## src/rtl/irq_ctrl.sv

```systemverilog
// Memory-mapped interrupt controller: edge/level capture, mask, priority, claim/EOI.
// Optional IRQ_LEVEL_EN adds the MODE register for level-sensitive sources.
module irq_ctrl #(
    parameter int          NUM_SRC   = 8,
    parameter logic [31:0] BASE_ADDR = 32'hFFFF_FF00
) (
    input  logic               clk,
    input  logic               rst,
    input  logic [NUM_SRC-1:0] irq_src,
    input  logic               bus_ren,
    input  logic               bus_wen,
    input  logic [31:0]        bus_addr,
    input  logic [31:0]        bus_din,
    output logic [31:0]        bus_dout,
    output logic               bus_hit,
    output logic               interrupter,
    output logic [4:0]         irq_id
);

    localparam logic [2:0] OFF_PEND  = 3'd0;
    localparam logic [2:0] OFF_MASK  = 3'd1;
    localparam logic [2:0] OFF_CLAIM = 3'd2;
    localparam logic [2:0] OFF_EOI   = 3'd3;
    localparam logic [2:0] OFF_MODE  = 3'd4;

    typedef enum logic [1:0] {
        IDLE,
        ASSERT,
        SERVICE
    } state_t;

    state_t state_q;
    logic   interrupter_q;

    logic [NUM_SRC-1:0] pending_q, pending_d;
    logic [NUM_SRC-1:0] mask_q, mask_d;
    logic [NUM_SRC-1:0] prev_src_q, prev_src_d;
    logic [4:0]         in_service_q, in_service_d;
    logic [4:0]         irq_id_q, irq_id_d;
    logic [31:0]        bus_dout_q, bus_dout_d;
    logic               bus_hit_q, bus_hit_d;
`ifdef IRQ_LEVEL_EN
    logic [NUM_SRC-1:0] mode_q, mode_d;
`endif

    logic               sel;
    logic [2:0]         off;
    logic               rd_en;
    logic               wr_en;
    logic               claim;
    logic               eoi;
    logic [NUM_SRC-1:0] rise;
    logic [NUM_SRC-1:0] clear;
    logic [NUM_SRC-1:0] claim_clr;
    logic [NUM_SRC-1:0] eligible;
    logic [31:0]        rdata;

    logic unused_bits;
    assign unused_bits = ^{bus_addr[1:0], bus_din[31:NUM_SRC]};

    always_comb begin
        sel   = (bus_addr[31:5] == BASE_ADDR[31:5]);
        off   = bus_addr[4:2];
        rd_en = bus_ren & sel;
        wr_en = bus_wen & sel;
        claim = rd_en && (off == OFF_CLAIM) && (irq_id_q != 5'd0);
        eoi   = wr_en && (off == OFF_EOI);
    end

    always_comb begin
        claim_clr = '0;
        for (int i = 0; i < NUM_SRC; i++) begin
            if (claim && (irq_id_q == 5'(i + 1))) begin
                claim_clr[i] = 1'b1;
            end
        end
        clear = claim_clr;
        if (wr_en && (off == OFF_PEND)) begin
            clear = clear | bus_din[NUM_SRC-1:0];
        end
        rise       = irq_src & ~prev_src_q;
        prev_src_d = irq_src;
        // A rise in the same cycle as a clear keeps the bit set.
        pending_d  = (pending_q & ~clear) | rise;
`ifdef IRQ_LEVEL_EN
        pending_d  = (pending_d & ~mode_q) | (irq_src & mode_q);
`endif
    end

    always_comb begin
        mask_d = mask_q;
        if (wr_en && (off == OFF_MASK)) begin
            mask_d = bus_din[NUM_SRC-1:0];
        end
`ifdef IRQ_LEVEL_EN
        mode_d = mode_q;
        if (wr_en && (off == OFF_MODE)) begin
            mode_d = bus_din[NUM_SRC-1:0];
        end
`endif
        in_service_d = in_service_q;
        if (eoi) begin
            in_service_d = 5'd0;
        end else if (claim) begin
            in_service_d = irq_id_q;
        end
    end

    always_comb begin
        eligible = pending_q & mask_q;
        irq_id_d = 5'd0;
        for (int i = NUM_SRC - 1; i >= 0; i--) begin
            if (eligible[i]) begin
                irq_id_d = 5'(i + 1);
            end
        end
    end

    // Read data always reflects pre-write register contents.
    always_comb begin
        case (off)
            OFF_PEND:  rdata = 32'(pending_q);
            OFF_MASK:  rdata = 32'(mask_q);
            OFF_CLAIM: rdata = 32'(irq_id_q);
            OFF_EOI:   rdata = 32'(in_service_q);
`ifdef IRQ_LEVEL_EN
            OFF_MODE:  rdata = 32'(mode_q);
`endif
            default:   rdata = 32'd0;
        endcase
        bus_hit_d  = rd_en;
        bus_dout_d = rd_en ? rdata : bus_dout_q;
    end

    always_ff @(posedge clk) begin
        if (rst) begin
            pending_q    <= '0;
            mask_q       <= '0;
            prev_src_q   <= '0;
            in_service_q <= 5'd0;
            irq_id_q     <= 5'd0;
            bus_dout_q   <= 32'd0;
            bus_hit_q    <= 1'b0;
`ifdef IRQ_LEVEL_EN
            mode_q       <= '0;
`endif
        end else begin
            pending_q    <= pending_d;
            mask_q       <= mask_d;
            prev_src_q   <= prev_src_d;
            in_service_q <= in_service_d;
            irq_id_q     <= irq_id_d;
            bus_dout_q   <= bus_dout_d;
            bus_hit_q    <= bus_hit_d;
`ifdef IRQ_LEVEL_EN
            mode_q       <= mode_d;
`endif
        end
    end

    always_ff @(posedge clk) begin
        if (rst) begin
            state_q       <= IDLE;
            interrupter_q <= 1'b0;
        end else begin
            unique case (state_q)
                IDLE: begin
                    if (eligible != '0) begin
                        state_q       <= ASSERT;
                        interrupter_q <= 1'b1;
                    end
                end
                ASSERT: begin
                    if (claim) begin
                        state_q       <= SERVICE;
                        interrupter_q <= 1'b0;
                    end else if (eligible == '0) begin
                        state_q       <= IDLE;
                        interrupter_q <= 1'b0;
                    end
                end
                SERVICE: begin
                    if (eoi) begin
                        state_q <= IDLE;
                    end
                    interrupter_q <= 1'b0;
                end
                default: begin
                    state_q       <= IDLE;
                    interrupter_q <= 1'b0;
                end
            endcase
        end
    end

    assign bus_dout    = bus_dout_q;
    assign bus_hit     = bus_hit_q;
    assign interrupter = interrupter_q;
    assign irq_id      = irq_id_q;

endmodule

```

## config.mk

```make
export PLATFORM = sky130hd
export DESIGN_NAME = irq_ctrl
export DESIGN_NICKNAME = d
export VERILOG_FILES = /design/src/rtl/irq_ctrl.sv
export SDC_FILE = /design/constraint.sdc
export NUM_CORES = 1
export LEC_CHECK = 0
export ABC_AREA = 1
export BUFFER_PORTS_ARGS = -buffer_cell sky130_fd_sc_hd__buf_2
export CAP_MARGIN = 30
export CORE_MARGIN = 1.5
export CORE_UTILIZATION = 46
export CTS_BUF_LIST = sky130_fd_sc_hd__clkbuf_8 sky130_fd_sc_hd__clkbuf_16
export CTS_CLUSTER_DIAMETER = 200
export CTS_CLUSTER_SIZE = 16
export DETAILED_ROUTE_END_ITERATION = 10
export PLACE_DENSITY = 0.8
export SYNTH_ARGS = -nofsm -noshare
export SYNTH_HDL_FRONTEND = slang
export SYNTH_SLANG_ARGS = --single-unit
```

## constraint.sdc

```tcl
create_clock -name clk -period 1.59 [get_ports clk]
set_input_delay 0.318 -clock clk [delete_from_list [all_inputs] [get_ports clk]]
set_output_delay 0.318 -clock clk [all_outputs]
set_load 0.02 [all_outputs]
```

==> metrics.yaml <==
sta:
  finalWorstSetupSlack_ns: 0.212
  final.setup_skew_ns: 0.00255
  fin_crit_sh_pct: 86.6
  setup_viol: 0
  hold_violations: 0
  finalCriticalPeriod_ns: 1.38
  clock.fmax_mhz: 726
  maxSlewViolCount: 0
  fin_tns_setup_ns: 0
  hold_slack_ns: 0.228
  grt_setup_unrepaired: "false"
critical_path:
  crit_family: "simple AND/OR/NAND/NOR gates"
  start_kind: "flip-flop"
  rr_worst_depth: 9
  path_buf_inv: 2
  crit_fanout: 9
  required_ns: 1.79
  r2r_start: "irq_id[2]$_SDFF_PP0_"
  path_common_cell: "nand2_1"
  rr_endpoint: "pending_q[4]$_SDFF_PP0_"
  cp_cell_sequence: "inv_1 -> nand2_1 -> nor2_1 -> nor2_2 -> nand4_4 -> inv_4 -> nand4_1 -> nand2_1 -> nand2_1"
  crit_path_top_delay_cell: "dfxtp_1"
  path_class: "reg -> reg"
  slowest_delay_ns: 0.36
  critical_path_arrival_ns: 1.58
  crit_path_end_kind: "flip-flop"
  r2r_slack_ns: 0.21
worst_hold_path:
  hp-start: "irq_src[0]"
  hold_path_depth: 3
  holdPathEnd: "prev_src_q[0]$_SDFF_PP0_"
  hold_path.class: "in -> reg"
cells_and_area:
  layout_common_cells: "nand2_1, buf_2, dfxtp_1"
  antenna_cells: 0
  layout-drive-gt1-share_pct: 21.5
  fin_nets: 493
  finalInstanceArea_um2: 2790
  syn2layout_area_growth_pct: 19.5
  final_common_cell: "nand2_1"
clock_tree:
  cts_made_buffers: 5
  post-cts-setup-buffers: 0
  cts_tree: "built"
  clk_latency_ns: 0.30
  cts_sinks: 44
  h-tree-depth: 2
  cts_hold_buf: 0
  clkTransAtPathRegs_ns: 0.08
  cts.path.max_buffers: 2
  cts_root_buf: "clkbuf_8"
pwr:
  p_seq_share_pct: 54.4
  p_int_mw: 1.56
  powerDensity_nw_per_um2: 761
  p_comb_share_pct: 11.2
  p_sw_share_pct: 26.2
  ir_drop_mv: 0.603
  p_sw_mw: 0.556
  p_clk_share_pct: 34.3
  p_leak_nw: 1.38
synth:
  syn-mean-instance-area_um2: 6.82
  synth_seq_cells: 44
  postSynthCellCount: 342
  yosysWarningCount: 0
  ys_seq_area_share_pct: 37.8
  synth_cell_types: 29
  async_flop_share_pct: 0
  synth_flop_cell: "dfxtp_1"
  synth_enable_flop_cells: 0
  post_synth_instance_area_um2: 2330
global_routing:
  antenna_found_initial: 0
  grt_pass1_wl_um: 8770
  grt_overflow: 0
  grt_usage_pct: 20.5
  grt_max_degree: 23
  grt_pass1_vias: 2088
placement:
  dp_hpwl_um: 4260
  place_ws_ns: -0.00493
  place_area_um2: 2690
  portBuffers: 63
  gp_congestion: 0.920
floorplanning:
  rows: 25
  coreArea_um2: 4820
  initial_core_util_pct: 48.4
  ios: 115
  die_y_um: 74.2
  die_area_um2: 5500
  die_w_um: 74.2
drt:
  drc: 0
  drtIter0Drc: 121
  first_pass_iters: 4
  routedWlPerCell_um: 10.9
  via_per_inst: 4.75
  drtAntennaViolNets: 0
  vias: 2305
  totalWireLength_um: 5290
run_status:
  outcome: "complete, no violations"
run:
  maxCapViolations: 0
-- stage by stage --
step / power (mW) / instances / utilization (%)
global route: 2.21 / 485 / 57.8
floorplan: 1.35 / 366 / -
detailed placement: 1.42 / 477 / 55.8
CTS: 2.13 / 485 / 57.8
finish: 2.12 / 485 / 57.8
global placement: 1.41 / 477 / 55.8
-- tightest hold or removal path: stages --
cell and delay (ns):
buf_2 0.09, inv_1 0.04, nor2_1 0.04
-- flip-flops by register name (all words and copies together), names as in the netlist --
name          flops
bus_dout          8
mask_q            8
pending_q         8
prev_src_q        8
in_service_q      4
irq_id            4
state_q           2
bus_hit           1
interrupter       1
-- worst max-delay path by stage --
stage                    startpoint                            to  slack, ns  cells after the start
2_1_floorplan  irq_id[1]$_SDFF_PP0_       pending_q[7]$_SDFF_PP0_       0.09                      9
3_3_place_gp            bus_addr[6]  in_service_q[0]$_SDFFE_PP0P_       0.02                     12
3_5_place_dp            bus_addr[6]       pending_q[6]$_SDFF_PP0_     -0.005                     11
4_1_cts        irq_id[2]$_SDFF_PP0_       pending_q[6]$_SDFF_PP0_       0.16                      9
5_1_grt        irq_id[2]$_SDFF_PP0_       pending_q[7]$_SDFF_PP0_       0.02                      9
6_report       irq_id[2]$_SDFF_PP0_       pending_q[4]$_SDFF_PP0_       0.21                      9
-- cell usage after synthesis (3+ instances only) --
cell	count	area, um^2
nand4_1	9	56.3
nor2_1	34	128
nand3b_1	3	22.5
clkbuf_1	3	11.3
dfxtp_1	44	881
a21oi_1	18	90.1
a221oi_1	4	35.0
nand2_1	104	390
nor2_4	3	33.8
a22o_1	3	26.3
nand3_1	25	125
buf_4	25	188
o22ai_1	4	25.0
inv_1	40	150
o21ai_1	5	25.0
-- area by class of cell --
cell class	instances	area, um^2
Clock buffer	6	82.6
Clock inverter	2	11.3
Fill cell	483	2030
Inverter	44	173
Multi-Input combinational cell	250	1170
Sequential cell	44	881
Tap cell	67	83.8
Timing Repair Buffer	72	383
-- logic make-up after synthesis --
family | after synthesis | share of synthesized area, %
other cells | 1 | 0.161
simple gates | 187 | 36.4
compound gates | 38 | 9.77
buf+inv | 72 | 15.8
flops | 44 | 37.8
-- timing repair --
| item | in CTS | in global routing |
|---|---|---|
| setup endpoints to repair | 0 | 2 |
| gates resized for setup | 0 | 1 |
| hold endpoints to repair | 0 | 0 |
-- power groups by stage --
stage	combinational, mW	sequential, mW	clock (mW)
floorplan	0.183	1.17	0
global placement	0.232	1.18	0
detailed placement	0.237	1.18	0
CTS	0.238	1.15	0.736
global route	0.271	1.16	0.783
finish	0.238	1.15	0.727
-- routing by layer --
layer / routed length (um) / global-route usage, % / vias up / share of wire, %
met1: 2450 / 25.8 / 1014 / 46
met5: 0 / 0 / - / 0
met3: 350 / 4.34 / 5 / 6.6
met2: 2440 / 35.4 / 88 / 46
li1: - / - / 1198 / -
met4: 51 / 5.56 / 0 / 0.96
Note: power is estimated with default switching activity, not from simulation.
